## src/rtl/scan_pkg.sv

```systemverilog
// Shared types and defaults for the scan index sequencer.
// Pure declarations: no latency, no flow control.
// Backpressure: not applicable.
package scan_pkg;

    typedef enum logic [1:0] {
        IDLE   = 2'd0,
        RUN    = 2'd1,
        FINISH = 2'd2
    } state_t;

    localparam int SCAN_BIT      = 3;
    localparam int SCAN_PRESCALE = 4;
    localparam int SCAN_PCNT_W   = 16;

    // Last index of a sweep: all-ones counting up, zero counting down.
    function automatic logic [31:0] term_idx(input int bits, input logic down);
        return down ? 32'd0 : ((32'd1 << bits) - 32'd1);
    endfunction

endpackage

```

## src/rtl/scan_tick_gen.sv

```systemverilog
// Prescale counter: tick is high for one cycle every PRESCALE cycles while not cleared.
// Latency: first tick PRESCALE cycles after clr drops; tick is decoded from the count register.
// Backpressure: none; clr holds the count at zero.
module scan_tick_gen
    import scan_pkg::*;
#(
    parameter int PRESCALE = SCAN_PRESCALE,
    parameter int PCNT_W   = SCAN_PCNT_W
) (
    input  logic clk,
    input  logic rst,
    input  logic clr,
    output logic tick
);

    localparam logic [PCNT_W-1:0] LAST = PCNT_W'(PRESCALE - 1);

    logic [PCNT_W-1:0] pcnt;

    assign tick = !clr && (pcnt == LAST);

    always_ff @(posedge clk) begin
        if (rst || clr) begin
            pcnt <= '0;
        end else if (pcnt == LAST) begin
            pcnt <= '0;
        end else begin
            pcnt <= pcnt + PCNT_W'(1);
        end
    end

endmodule

```

## src/rtl/scan_index_gen.sv

```systemverilog
// Scan sequencer: steps idx through all 2^BIT codes every PRESCALE cycles, continuous or one-shot.
// Latency: en/busy rise 1 cycle after start is sampled; all outputs registered. SCAN_DIR_EN adds dir.
// Backpressure: none; stop aborts a running scan on the next cycle.
module scan_index_gen
    import scan_pkg::*;
#(
    parameter int BIT      = SCAN_BIT,
    parameter int PRESCALE = SCAN_PRESCALE,
    parameter int PCNT_W   = SCAN_PCNT_W
) (
    input  logic           clk,
    input  logic           rst,
    input  logic           start,
    input  logic           stop,
    input  logic           one_shot,
`ifdef SCAN_DIR_EN
    input  logic           dir,
`endif
    output logic [BIT-1:0] idx,
    output logic           en,
    output logic           step,
    output logic           busy,
    output logic           done
);

    state_t state;
    logic   mode_q;
    logic   tick;

`ifdef SCAN_DIR_EN
    logic dir_q;
    logic dir_start;
    assign dir_start = dir;
`else
    localparam logic dir_q     = 1'b0;
    localparam logic dir_start = 1'b0;
`endif

    logic [BIT-1:0] first_idx;
    logic [BIT-1:0] last_idx;
    logic [BIT-1:0] next_idx;

    // A sweep starts at the terminal index of the opposite direction.
    assign first_idx = BIT'(term_idx(BIT, !dir_start));
    assign last_idx  = BIT'(term_idx(BIT, dir_q));
    assign next_idx  = dir_q ? (idx - BIT'(1)) : (idx + BIT'(1));

    scan_tick_gen #(
        .PRESCALE (PRESCALE),
        .PCNT_W   (PCNT_W)
    ) u_tick (
        .clk  (clk),
        .rst  (rst),
        .clr  (state != RUN),
        .tick (tick)
    );

    always_ff @(posedge clk) begin
        if (rst) begin
            state  <= IDLE;
            idx    <= '0;
            en     <= 1'b0;
            step   <= 1'b0;
            busy   <= 1'b0;
            done   <= 1'b0;
            mode_q <= 1'b0;
`ifdef SCAN_DIR_EN
            dir_q  <= 1'b0;
`endif
        end else begin
            step <= 1'b0;
            done <= 1'b0;
            case (state)
                IDLE: begin
                    idx  <= '0;
                    en   <= 1'b0;
                    busy <= 1'b0;
                    if (start && !stop) begin
                        state  <= RUN;
                        idx    <= first_idx;
                        en     <= 1'b1;
                        busy   <= 1'b1;
                        mode_q <= one_shot;
`ifdef SCAN_DIR_EN
                        dir_q  <= dir;
`endif
                    end
                end
                RUN: begin
                    // stop outranks a coincident step or end of sweep
                    if (stop) begin
                        state <= IDLE;
                        idx   <= '0;
                        en    <= 1'b0;
                        busy  <= 1'b0;
                    end else if (tick) begin
                        if (mode_q && (idx == last_idx)) begin
                            state <= FINISH;
                            en    <= 1'b0;
                            busy  <= 1'b0;
                            done  <= 1'b1;
                        end else begin
                            idx  <= next_idx;
                            step <= 1'b1;
                        end
                    end
                end
                FINISH: begin
                    state <= IDLE;
                    idx   <= '0;
                    en    <= 1'b0;
                    busy  <= 1'b0;
                end
                default: begin
                    state <= IDLE;
                    idx   <= '0;
                    en    <= 1'b0;
                    busy  <= 1'b0;
                end
            endcase
        end
    end

endmodule

```

## config.mk

```make
export PLATFORM = sky130hd
export DESIGN_NAME = scan_index_gen
export DESIGN_NICKNAME = d
export VERILOG_FILES = /design/src/rtl/scan_pkg.sv /design/src/rtl/scan_tick_gen.sv /design/src/rtl/scan_index_gen.sv
export SDC_FILE = /design/constraint.sdc
export NUM_CORES = 1
export LEC_CHECK = 0
export CAP_MARGIN = 10
export CORE_AREA = 4 4 53 55
export DETAILED_ROUTE_END_ITERATION = 7
export DIE_AREA = 0 0 57 59
export PLACE_DENSITY = 0.8
export SYNTH_ARGS = -nofsm -noshare
export SYNTH_HDL_FRONTEND = slang
export SYNTH_SLANG_ARGS = --single-unit
```

## constraint.sdc

```tcl
create_clock -name clk -period 1.75 [get_ports clk]
set_input_delay 0.35 -clock clk [delete_from_list [all_inputs] [get_ports clk]]
set_output_delay 0.35 -clock clk [all_outputs]
set_load 0.02 [all_outputs]
```

Yosys cells after proc, flatten, opt, wreduce, memory -nomap -nowiden
Index checks and enable logic that the tools add are counted.
- bits in registers: 25
- bits of input ports: 5
- add/sub/neg operators: 2
- eq/ne operators: 7
- mux-type cells: 12
- bitwise gates (word level): 3
- reductions and logical operators: 14
- operators by type and width (cell ; number):
    $add 16x1->16 const B ; 1
    $eq 16x2->1 const B ; 1
    $mux 2 ; 4
    $mux 1 ; 6
    $ne 3x3->1 const B ; 2
    $reduce_and 2->1 ; 3
    $pmux 2 s2 ; 1
    $reduce_or 4->1 ; 1
    $add 3x1->3 const B ; 1
    $eq 3x3->1 const B ; 1
    $logic_and 1x1->1 ; 3
    $not 1->1 ; 3
    $reduce_and 3->1 ; 1
    $reduce_or 3->1 ; 1
    $eq 2x1->1 const B ; 1
    $logic_not 1->1 ; 2
    $logic_not 2->1 ; 1
    $ne 2x1->1 const B ; 1
    $ne 2x2->1 const B ; 1
    $pmux 1 s2 ; 1
    $reduce_or 2->1 ; 1
    $logic_or 1x1->1 ; 1

Longest topological paths before layout
Gate-level depths: netlist of the first run.
- depth in word-level cells: 6
- depth in mapped cells: 7

Hierarchy
From an unflattened synthesis of the first run, not the netlist that was laid out.
- cell total of the unflattened synthesis: 114
- area total of the unflattened synthesis: 1073.5 sq um
- modules (own cells, without submodules) (module ; times used ; cells each ; area an instance (sq um)):
    scan_tick_gen ; 1 ; 81 ; 709.4
    scan_index_gen ; 1 ; 33 ; 364.1

Least setup slack after synthesis of the first run
OpenSTA, ideal clock, no wires.
- path kind: register to register
- from: register u_tick.pcnt[0]
- to: register u_tick.pcnt[8]
- arrival: 1.526 ns
- data required time: 1.635 ns
- slack: 0.109 ns
- stages on the path, launching flop included: 8
- buffers on the path: 2
- path through: dfxtp_1 ha_1 nor4b_1 and4_4 or3_1 buf_6 buf_12 nor2_1
- cells in the longest elaborated chain, start to end: 2
- elaborated cells on any way between the ends: 3
- classes of those cells: 1 x add/sub; 1 x eq/ne; 1 x reduce/logical
- RTL lines (item ; line ; text):
    from (decl) ; scan_tick_gen.sv:18 ; logic [PCNT_W-1:0] pcnt;
    from (signal assigned) ; scan_tick_gen.sv:28 ; pcnt <= pcnt + PCNT_W'(1);
    parallel branches: the longest is 2 deep, another holds $add 16x1->16 ; n/a ;
Several ways; the timed one is not identified.
A chain may end at the register's enable or synchronous reset.

Final worst setup path of the first run
- from: register idx[2]
- to: output port idx[2]
- RTL lines (item ; line ; text):
    from (decl) ; scan_index_gen.sv:19 ; output logic [BIT-1:0] idx,
    from (signal assigned) ; scan_index_gen.sv:80 ; idx <= first_idx;
    from (signal assigned) ; scan_index_gen.sv:103 ; idx <= next_idx;
No word-level cell between the ends.

==> results.py, run 1 <==
metrics = {
    "synthesis": {
        "synth_nets": 131,
        "ys_ff_latch": 25,
        "syn_area_per_cell_um2": 8.91,
        "synth_area_leader_cell": "dfxtp_1",
        "synth_seq_area_share_pct": 45.7,
        "synthTopCellsByArea": "dfxtp_1, xnor2_1, nor2_1",
        "synth_cell_types": 27,
        "postSynthCellCount": 123,
        "yosysTopAreaCellShare_pct": 45.7,
        "yosys_warnings": 0,
        "netlist_area_mm2": 0.00110,
    },
    "worst_setup_path": {
        "cp.required_ps": 1400,
        "critPathArrivalTime_ps": 1330,
        "crit_buf_inv": 1,
        "endpoint_kind": "primary output",
        "worst-path-max-fanout": 3,
        "r2r_setup_slack_ps": 120,
        "slowest_stage": "clkdlybuf4s50_1",
        "slowest_delay_ps": 610,
        "cp_top_family": "buffers and inverters",
        "start_kind": "flop",
        "path_class": "reg2out",
        "path_cells": "clkdlybuf4s50_1",
    },
    "global_route": {
        "overflow": 0,
        "grt_first_pass_wirelength_um": 3820,
        "grt_max_degree": 16,
        "grt_pass1_vias": 900,
        "antenna_found_initial": 0,
        "grt_use_total_pct": 14.2,
    },
    "timing": {
        "fin_worst_skew_ps": 16.6,
        "finalHoldViolations": 0,
        "tightest_slew_ps": 392,
        "layout_setup_ws_ps": 74.6,
        "relSlewSlack_pct": 73.6,
        "fmax_mhz": 597,
        "period_share_pct": 95.7,
        "rsz0062_at_grt": "false",
        "setup_viol": 0,
        "period_minus_slack_ps": 1680,
        "worst_hold_slack_ps": 480,
        "report.final.slew_viol_count": 0,
    },
    "clock_tree": {
        "cts_hold_buffers": 0,
        "clkSinkCount": 25,
        "cts_made_buffers": 3,
        "htree_levels": 1,
        "cts_tree": "done",
        "clockBufferDepth": 2,
        "root_buffer": "clkbuf_4",
        "path_clk_slew_ps": 140,
        "clk_latency_ps": 330,
    },
    "cells_and_area": {
        "fin_nets": 150,
        "area_growth_pct": 17.8,
        "fin_cells": 171,
        "drive_above_1_share_pct": 12.8,
        "n_antenna_cell": 0,
    },
    "routing": {
        "post_drt_wl_per_cell_um": 12.1,
        "vias_per_cell": 5.12,
        "drtIter0Drc": 15,
        "postRouteAntennaNets": 0,
        "routed-via-count": 876,
        "routed_wl_um": 2070,
        "dr.pass1.iters": 4,
        "drc": 0,
    },
    "power": {
        "p_int_uw": 684,
        "power_density_mw_per_mm2": 680,
        "finalPower_uw": 878,
        "p_clk_share_pct": 29.5,
        "power_leakage_nw": 0.419,
        "p_sw_share_pct": 22.1,
        "p_sw_uw": 194,
        "combPwrFrac_pct": 4.8,
        "seqPwrFrac_pct": 65.7,
        "ir_drop_mv": 0.755,
    },
    "placement": {
        "numPortBuffers": 11,
        "dp_slack_ps": -80.5,
        "gp_congestion": 0.835,
        "dp_hpwl_um": 1530,
        "dp.cells": 167,
    },
    "floorplanning": {
        "chipHeight_um": 59,
        "core_mm2": 0.00239,
        "fp.dieArea_mm2": 0.00336,
        "rows": 18,
        "boundaryPins": 12,
        "die_w_um": 57,
        "initial_core_util_pct": 45.9,
    },
    "outcome": {
        "status": "completed",
    },
    "min_path": {
        "hp-class": "reg2reg",
    },
    "job": {
        "maxCapViolCount": 0,
    },
}
[flip-flops by register name (all words and copies together), names as in the netlist]
| register | count |
|---|---|
| busy | 1 |
| done | 1 |
| idx | 3 |
| mode_q | 1 |
| state | 2 |
| step | 1 |
| u_tick.pcnt | 16 |
[cell usage in the layout (no fill, tap or decap), types with 2 or more instances in the layout]
| cell type | Yosys | final |
|---|---|---|
| buf_4 | 1 | 7 |
| nor2_1 | 20 | 20 |
| o21ai_0 | 4 | 4 |
| dfxtp_1 | 25 | 25 |
| clkbuf_4 | 0 | 3 |
| ha_1 | 3 | 3 |
| nor4_1 | 5 | 4 |
| xnor2_1 | 13 | 13 |
| nor3_1 | 6 | 6 |
| clkdlybuf4s50_1 | 0 | 10 |
| nand4_1 | 7 | 7 |
| nand2_1 | 9 | 9 |
| nor2_2 | 2 | 2 |
| a21oi_1 | 3 | 3 |
| nand3_1 | 5 | 5 |
| inv_1 | 6 | 6 |
[final timing paths]
path | startpoint | end | depth (start not counted)
setup / recovery | idx[2] | idx[2] | 1
hold / removal | busy | busy | 2
setup reg to reg | u_tick.pcnt[5] | u_tick.pcnt[12] | 5
hold reg to reg | busy | busy | 2
[cell families (layout without fill, tap and decap cells)]
group,count (synthesis),count (layout),synth area share (%)
flops,25,25,45.7
compound gates,9,9,4.22
fa+ha+maj,3,3,3.43
buf+inv,10,28,6.62
xor+xnor,14,14,11.2
simple gates,62,62,28.9
[cells in the mapped netlist]
master / count
a21oi_1: 3
and2_2: 1
and4_4: 1
buf_12: 1
buf_4: 1
buf_6: 2
dfxtp_1: 25
ha_1: 3
inv_1: 6
nand2_1: 9
nand2b_1: 1
nand3_1: 5
nand4_1: 7
nand4b_1: 1
nor2_1: 20
nor2_2: 2
nor3_1: 6
nor4_1: 5
nor4b_1: 1
o21ai_0: 4
o21ai_1: 1
o22ai_1: 1
or2_0: 1
or3_1: 1
or4b_2: 1
xnor2_1: 13
xor2_1: 1
[power by group through the flow]
stage / logic (mW) / clock network (mW) / registers (mW)
6_report: 0.0423 / 0.259 / 0.577
5_1_grt: 0.0468 / 0.294 / 0.578
4_1_cts: 0.0427 / 0.274 / 0.577
3_5_place_dp: 0.0422 / 0 / 0.589
3_3_place_gp: 0.0412 / 0 / 0.589
2_1_floorplan: 0.0217 / 0 / 0.590
[worst register-to-register path, cell delays in order, from the launching register on]
cell     delay (ps)
dfxtp_1         390
nor4_1          420
and4_4          340
or3_1           140
buf_4           170
nor2_1           60
[timing repair]
item / in CTS / in global routing
endpoints found under the setup margin: 6 / 2
resized for setup: 1 / 2
gates cloned: 0 / 0
buffers inserted: 0 / 0
[layout make-up]
cell class | count | area [µm²]
Sequential cell | 25 | 500
Fill cell | 225 | 1100
Clock inverter | 1 | 7.51
Multi-Input combinational cell | 88 | 536
Timing Repair Buffer | 18 | 165
Tap cell | 30 | 37.5
Inverter | 6 | 22.5
Clock buffer | 3 | 22.5
[metrics by stage]
step	cell area, µm²	TNS (ps)	util (%)
final	1290	0	54.1
after global routing	1290	0	54.1
after CTS	1280	0	53.7
after detailed placement	1250	-138	52.2
after global placement	1250	-75.0	52.2
after floorplan	1100	0	-
[per-layer routing]
layer,track usage (%),vias to the layer above,part of all wire (%)
met5,0,-,0
met4,4.64,0,0.97
met3,5.01,4,5.9
met2,23.2,21,48
met1,17.7,394,45
li1,-,457,-
(Power assumes the default switching activity.)
==> run 2: changes to the inputs <==
--- a/config.mk
+++ b/config.mk
@@ -13,3 +13,4 @@
 export SYNTH_ARGS = -nofsm -noshare
 export SYNTH_HDL_FRONTEND = slang
 export SYNTH_SLANG_ARGS = --single-unit
+export TNS_END_PERCENT = 50
==> results of run 2 <==
The final DEF is identical to that of run 1; final timing and power are the same.
==> run 3: changes to the inputs <==
--- a/config.mk
+++ b/config.mk
@@ -13,4 +13,4 @@
 export SYNTH_ARGS = -nofsm -noshare
 export SYNTH_HDL_FRONTEND = slang
 export SYNTH_SLANG_ARGS = --single-unit
-export TNS_END_PERCENT = 50
+export TNS_END_PERCENT = 10
==> results of run 3 <==
The final DEF is identical to that of run 1; final timing and power are the same.
